**config.mk**
```make
export PLATFORM = sky130hd
export DESIGN_NAME = instr_fetch
export DESIGN_NICKNAME = d
export VERILOG_FILES = /design/src/rtl/cpu_pkg.sv /design/src/rtl/instr_fetch.sv
export SDC_FILE = /design/constraint.sdc
export NUM_CORES = 1
export LEC_CHECK = 0
export ABC_AREA = 1
export CORE_MARGIN = 2
export CORE_UTILIZATION = 39
export DETAILED_ROUTE_END_ITERATION = 10
export PLACE_DENSITY = 0.83
export SLEW_MARGIN = 40
export SYNTH_ARGS = -nofsm -noshare
export SYNTH_HDL_FRONTEND = slang
export SYNTH_SLANG_ARGS = --single-unit
export TNS_END_PERCENT = 10
```
**constraint.sdc**
```tcl
create_clock -name clk -period 3.9 [get_ports clk]
set_clock_uncertainty 0.15 [all_clocks]
set_input_delay 0.78 -clock clk [delete_from_list [all_inputs] [get_ports clk]]
set_output_delay 0.78 -clock clk [all_outputs]
set_load 0.005 [all_outputs]
```
**src/rtl/cpu_pkg.sv**
```systemverilog
// ----------------------------------------------------------------------------
// cpu_pkg
// Definitions shared by the CPU front end.
//   XLEN          : address / instruction width
//   PC_OP_*       : PC register control encodings; the PC register decodes them too
//   fetch_state_e : state encoding of the instruction fetch FSM
// ----------------------------------------------------------------------------
package cpu_pkg;

   localparam int unsigned XLEN = 32;

   localparam logic [1:0] PC_OP_INC  = 2'b00;
   localparam logic [1:0] PC_OP_LOAD = 2'b01;
   localparam logic [1:0] PC_OP_HOLD = 2'b10;

   typedef enum logic [2:0] {
      FS_IDLE  = 3'd0,
      FS_REQ   = 3'd1,
      FS_HOLD  = 3'd2,
      FS_DRAIN = 3'd3,
      FS_STOP  = 3'd4
   } fetch_state_e;

endpackage

```
**src/rtl/instr_fetch.sv**
```systemverilog
// ----------------------------------------------------------------------------
// instr_fetch
// Fetch stage. It reads the PC, fetches the instruction at that address over a
// req/ack memory handshake and hands it to decode through a one-entry
// valid/ready buffer. It also drives the PC register control so that the PC
// advances only after a successful fetch and loads the target on a redirect.
//
// Ports
//   clk, rst            clock, asynchronous active-high reset
//   pc_addr             current PC register value
//   pc_op, pc_target    PC register control (INC / LOAD / HOLD) and load value
//   imem_req/addr       memory request and registered request address
//   imem_ack/rdata/err  memory response, data and access fault
//   if_valid/ready      buffer handshake towards decode
//   if_instr/pc/fault   buffered instruction, its address, fault marker
//   redirect_valid/pc   single-cycle redirect (branch, jump, trap) and target
// ----------------------------------------------------------------------------
module instr_fetch #(
   parameter int unsigned XLEN = cpu_pkg::XLEN
) (
   input  logic            clk,
   input  logic            rst,
   input  logic [XLEN-1:0] pc_addr,
   output logic [1:0]      pc_op,
   output logic [XLEN-1:0] pc_target,
   output logic            imem_req,
   output logic [XLEN-1:0] imem_addr,
   input  logic            imem_ack,
   input  logic [XLEN-1:0] imem_rdata,
   input  logic            imem_err,
   output logic            if_valid,
   input  logic            if_ready,
   output logic [XLEN-1:0] if_instr,
   output logic [XLEN-1:0] if_pc,
   output logic            if_fault,
   input  logic            redirect_valid,
   input  logic [XLEN-1:0] redirect_pc
);

   import cpu_pkg::*;

   fetch_state_e    state_q, state_d;
   logic [XLEN-1:0] req_addr_q, req_addr_d;
   logic            fault_pend_q, fault_pend_d;
   logic            valid_q, valid_d;
   logic [XLEN-1:0] instr_q, instr_d;
   logic [XLEN-1:0] pc_q, pc_d;
   logic            fault_q, fault_d;
   logic            ack;

   // An ack only counts while a request is actually driven.
   assign imem_req  = (state_q == FS_REQ) || (state_q == FS_DRAIN);
   assign ack       = imem_req && imem_ack;
   assign imem_addr = req_addr_q;
   assign pc_target = redirect_pc;

   assign if_valid  = valid_q;
   assign if_instr  = instr_q;
   assign if_pc     = pc_q;
   assign if_fault  = fault_q;

   always_comb begin
      state_d      = state_q;
      req_addr_d   = req_addr_q;
      fault_pend_d = fault_pend_q;
      valid_d      = valid_q;
      instr_d      = instr_q;
      pc_d         = pc_q;
      fault_d      = fault_q;
      pc_op        = PC_OP_HOLD;

      if (redirect_valid) begin
         // Redirect overrides every state: flush the buffer and drop any data
         // acked this cycle. A request still waiting for its ack must be
         // drained before a new one can be issued.
         pc_op        = PC_OP_LOAD;
         valid_d      = 1'b0;
         fault_pend_d = 1'b0;
         if (((state_q == FS_REQ) && !ack) || (state_q == FS_DRAIN))
            state_d = FS_DRAIN;
         else
            state_d = FS_IDLE;
      end else begin
         case (state_q)
            FS_IDLE: begin
               state_d    = FS_REQ;
               req_addr_d = pc_addr;
            end
            FS_REQ: begin
               if (ack) begin
                  valid_d = 1'b1;
                  pc_d    = req_addr_q;
                  state_d = FS_HOLD;
                  if (imem_err) begin
                     instr_d      = '0;
                     fault_d      = 1'b1;
                     fault_pend_d = 1'b1;
                  end else begin
                     instr_d = imem_rdata;
                     fault_d = 1'b0;
                     pc_op   = PC_OP_INC;
                  end
               end
            end
            FS_HOLD: begin
               if (if_ready) begin
                  valid_d    = 1'b0;
                  req_addr_d = pc_addr;
                  state_d    = fault_pend_q ? FS_STOP : FS_REQ;
               end
            end
            FS_DRAIN: begin
               if (ack)
                  state_d = FS_IDLE;
            end
            FS_STOP: begin
               state_d = FS_STOP;
            end
            default: begin
               state_d = FS_IDLE;
            end
         endcase
      end
   end

   always_ff @(posedge clk or posedge rst) begin
      if (rst) begin
         state_q      <= FS_IDLE;
         req_addr_q   <= '0;
         fault_pend_q <= 1'b0;
         valid_q      <= 1'b0;
         instr_q      <= '0;
         pc_q         <= '0;
         fault_q      <= 1'b0;
      end else begin
         state_q      <= state_d;
         req_addr_q   <= req_addr_d;
         fault_pend_q <= fault_pend_d;
         valid_q      <= valid_d;
         instr_q      <= instr_d;
         pc_q         <= pc_d;
         fault_q      <= fault_d;
      end
   end

endmodule

```
---- Word-level counts from Yosys, hierarchy flattened ----
Index checks and enable logic that the tools add are counted.
cells by class
  eq/ne operators ......................... 8
  multiplexer cells ....................... 23
  bitwise gates (word level) .............. 1
  reductions and logical operators ........ 16
operators with widths
  kind                  number
  $mux W32              2
  $pmux W32 S2          1
  $mux W3               5
  $pmux W3 S5           1
  $reduce_and A3 Y1     5
  $mux W2               5
  $ne A3 B3 Y1 const B  3
  $mux W1               8
  $reduce_bool A2 Y1    4
  $eq A3 B2 Y1 const B  2
  $eq A3 B1 Y1 const B  1
  $eq A3 B3 Y1 const B  1
  $logic_not A3 Y1      1
  $reduce_bool A3 Y1    1
  $logic_and A1 B1 Y1   2
  $logic_or A1 B1 Y1    2
  $ne A2 B2 Y1 const B  1
  $pmux W1 S2           1
  $logic_not A1 Y1      1
  $not A1 Y1            1
storage, ports and cells
  flip-flop bits (word level) ............. 102
  bits of input ports ..................... 102
  output and inout bits ................... 133
  logic and storage cells ................. 55

---- Logic depth before layout (Yosys ltp) ----
  depth in word-level cells ............... 8
  gate-level depth with buffers ........... 7
  depth with buffers taken out ............ 7

---- Least setup slack after synthesis ----
OpenSTA, ideal clock, no wires.
  kind .................................... input-to-output
  start ................................... in imem_err
  end ..................................... out pc_op[1]
  arrival ................................. 1.336 ns
  required time ........................... 2.970 ns
  path slack .............................. 1.634 ns
  stages .................................. 3
  buffers on the path ..................... 1
  cell sequence ........................... clkinv_1 > clkbuf_1 > a31oi_1
between the ends
  cells in the longest elaborated chain, start to end .. 4
RTL lines
  item                line               RTL
  start: declaration  instr_fetch.sv:30  input logic imem_err,
  $mux W2             instr_fetch.sv:94  if (imem_err) begin
  $mux W2             instr_fetch.sv:90  if (ack) begin
  $mux W2             instr_fetch.sv:84  case (state_q)
  $mux W2             instr_fetch.sv:72  if (redirect_valid) begin
  end: declaration    instr_fetch.sv:24  output logic [1:0] pc_op,
No other way between the ends.

---- Worst setup path after layout ----
  start ................................... in redirect_valid
  end ..................................... out pc_op[1]
between the ends
  cells in the longest elaborated chain, start to end .. 1
RTL lines
  item                line               RTL
  start: declaration  instr_fetch.sv:36  input logic redirect_valid,
  $mux W2             instr_fetch.sv:72
No other way between the ends.

==> run_results.csv <==
group,metric,value,unit
placed_design,placed_cells,755,
synthesis,synth_cells,496,
synthesis,ys_ff_latch,102,
timing,setup_tns,0,ns
timing,fmax,0.332,GHz
die,rows,38,
clocking,clk_pin_slew_worst_paths,0.09,ns
global_routing,grt_pass1_wl,16.6,mm
final_layout,drive_gt1_share,4.75,%
power,power,4.33,mW
synthesis,synth_enable_flop_cells,0,
critical_path,worst_setup_path_start_kind,"primary input",
timing,tightest_slew,0.544,ns
critical_path,path_class,"in -> out",
timing,slew_headroom,63.7,%
clocking,postCtsResizedCells,0,
synthesis,synth_largest_area_cell,"dfrtp_1",
critical_path,critPathMaxFanout,7,
die,pin_count,235,
synthesis,synthFlopType,"dfrtp_1",
clocking,clock_sinks,102,
final_layout,synthToLayoutAreaGrowth,41.8,%
synthesis,synth_common_cells,"nand2_1 (177), dfrtp_1 (102), nand3_1 (39)",
run,cap_violations,0,
synthesis,async_flop_share,100,%
routing,dr_total_vias,3630,
routing,drc,0,
routing,dr.pass1.iters,4,
die,dieWidth,109,µm
die,die_area,12000,µm²
global_routing,grtUsageTotal,17.7,%
routing,drt_iter0_drc,254,
placed_design,numPortBuffers,170,
routing,totalWireLength,10.7,mm
routing,postRouteAntennaNets,0,
clocking,cts_root_buf,"clkbuf_8",
clocking,postCtsHoldBufs,0,
clocking,clock_latency,0.36,ns
placed_design,gp_congestion,0.781,
routing,wl_per_cell,13.9,µm
power,peakVddDrop,361,µV
timing,timing.hold.ws,0.327,ns
synthesis,synthTopCellsByArea,"dfrtp_1 (59%), nand2_1 (15%), buf_4 (5.7%), nand3_1 (4.5%), o21ai_1 (4.2%)",
global_routing,grt_antenna_before_repair,0,
final_layout,final_nets,728,
synthesis,yosysWarnings,0,
timing,hold_viol_final,0,
timing,rsz0062_at_grt,"false",
synthesis,syn_area,4340,µm²
final_layout,final_core_util,56.7,%
clocking,cts.path.max_buffers,2,
clocking,cts_htree_levels,3,
timing,min_period,3.02,ns
timing,slew_viol_final,0,
synthesis,synth_area_per_cell,8.75,µm²
critical_path,required,2.97,ns
routing,vias_per_cell,4.71,
synthesis,synth.most_common_cell,"nand2_1",
critical_path,critPathArrivalTime,2.09,ns
die,core,10800,µm²
synthesis,syn_nets,598,
clocking,cts_buffers,9,
timing,setup_viol,0,
synthesis,synth_cell_type_count,19,
clocking,post_cts_buffers,0,
timing,fin_crit_sh,77.3,%
critical_path,critPathCaptureType,"output port",
synthesis,synth_top_area_share,58.8,%
global_routing,grt_pass1_vias,3484,
status,status,"finished clean",
power,p_leak,2.95,nW
final_layout,final_cells,771,
power,powerDensity,703,nW/µm²
final_layout,num_antenna_cells,0,
global_routing,grt_start_max_net_pins,76,
min_path,hold_path_class,"reg -> reg",
die,die_h,109,µm
placed_design,hpwl,7.69,mm
clocking,cts_tree,"built",
global_routing,grt.overflow.total,0,
die,initial_core_util,40.0,%
synthesis,yosysSeqAreaShare,58.8,%
per-layer routing:
metal	up-vias	part of all wire, %	track usage [%]
li1	1779	-	-
met1	1688	41	20.8
met2	144	48	30.7
met3	19	8.5	4.56
met4	0	1.9	7.78
met5	-	0	0
per-stage QoR:
stage / setup WS, ns / area, µm²
6_report: 0.885 / 6150
5_1_grt: 0.834 / 6150
4_1_cts: 0.897 / 6150
3_5_place_dp: 0.897 / 5930
3_3_place_gp: 0.902 / 5930
2_1_floorplan: 0.295 / 4340
layout by cell type (no fill, tap or decap):
cell type	count
nand2_1	177
clkdlybuf4s50_1	170
dfrtp_1	102
nand3_1	39
inv_1	37
o21ai_1	36
o21ai_0	30
clkbuf_8	10
buf_4	6
inv_2	4
nor2_1	4
nor2_2	2
inv_6	2
clkbuf_1	2
bufinv_16	2
nand2_4	1
o211ai_4	1
clkinv_1	1
a31oi_1	1
a21oi_1	1
nand4_1	1
clkinv_4	1
buf_12	1
area by class of cell:
| cell class | instances | area [µm²] |
|---|---|---|
| sequential | 102 | 2550 |
| inverter | 43 | 166 |
| multi-input combinational | 293 | 1270 |
| clock buffer | 12 | 145 |
| tap | 140 | 175 |
| clock inverter | 4 | 77.6 |
| fill | 978 | 4690 |
| timing repair buffer | 177 | 1770 |
power by group:
| part | switching, mW | internal (mW) | leakage, nW |
|---|---|---|---|
| registers | 0.313 | 1.51 | 1.30 |
| clock network | 0.349 | 0.383 | 0.111 |
| logic | 0.724 | 1.04 | 1.53 |
critical path, cell delays in order:
cell and delay (ns):
clkdlybuf4s50_1 0.55, a31oi_1 0.21, clkdlybuf4s50_1 0.54
path summary, 6_finish.rpt:
kind / startpoint / end / slack [ns] / cells past startpoint
worst max-delay path: redirect_valid / pc_op[1] / 0.88 / 3
worst min-delay path: if_pc[26] / if_pc[26] / 0.33 / 2
worst max register to register: state_q[1] / if_instr[18] / 1.77 / 8
worst min register to register: if_pc[26] / if_pc[26] / 0.33 / 2
max in group asynchronous: rst / if_instr[18] / 2.15 / 3
min in group asynchronous: rst / if_pc[30] / 0.71 / 2
cell families after synthesis:
family                 after synthesis  synth area share, %
buffers and inverters              101                 12.1
flip-flops                         102                 58.8
AO/OA/AOI/OAI                       69                 8.36
AND/OR/NAND/NOR                    224                 20.7
registers in the layout, summed over array words and instances (netlist names):
| name | count |
|---|---|
| state_q | 3 |
| fault_pend_q | 1 |
| if_fault | 1 |
| imem_addr | 32 |
| if_pc | 32 |
| if_instr | 32 |
| if_valid | 1 |
Note: power is estimated with default switching activity, not from simulation.
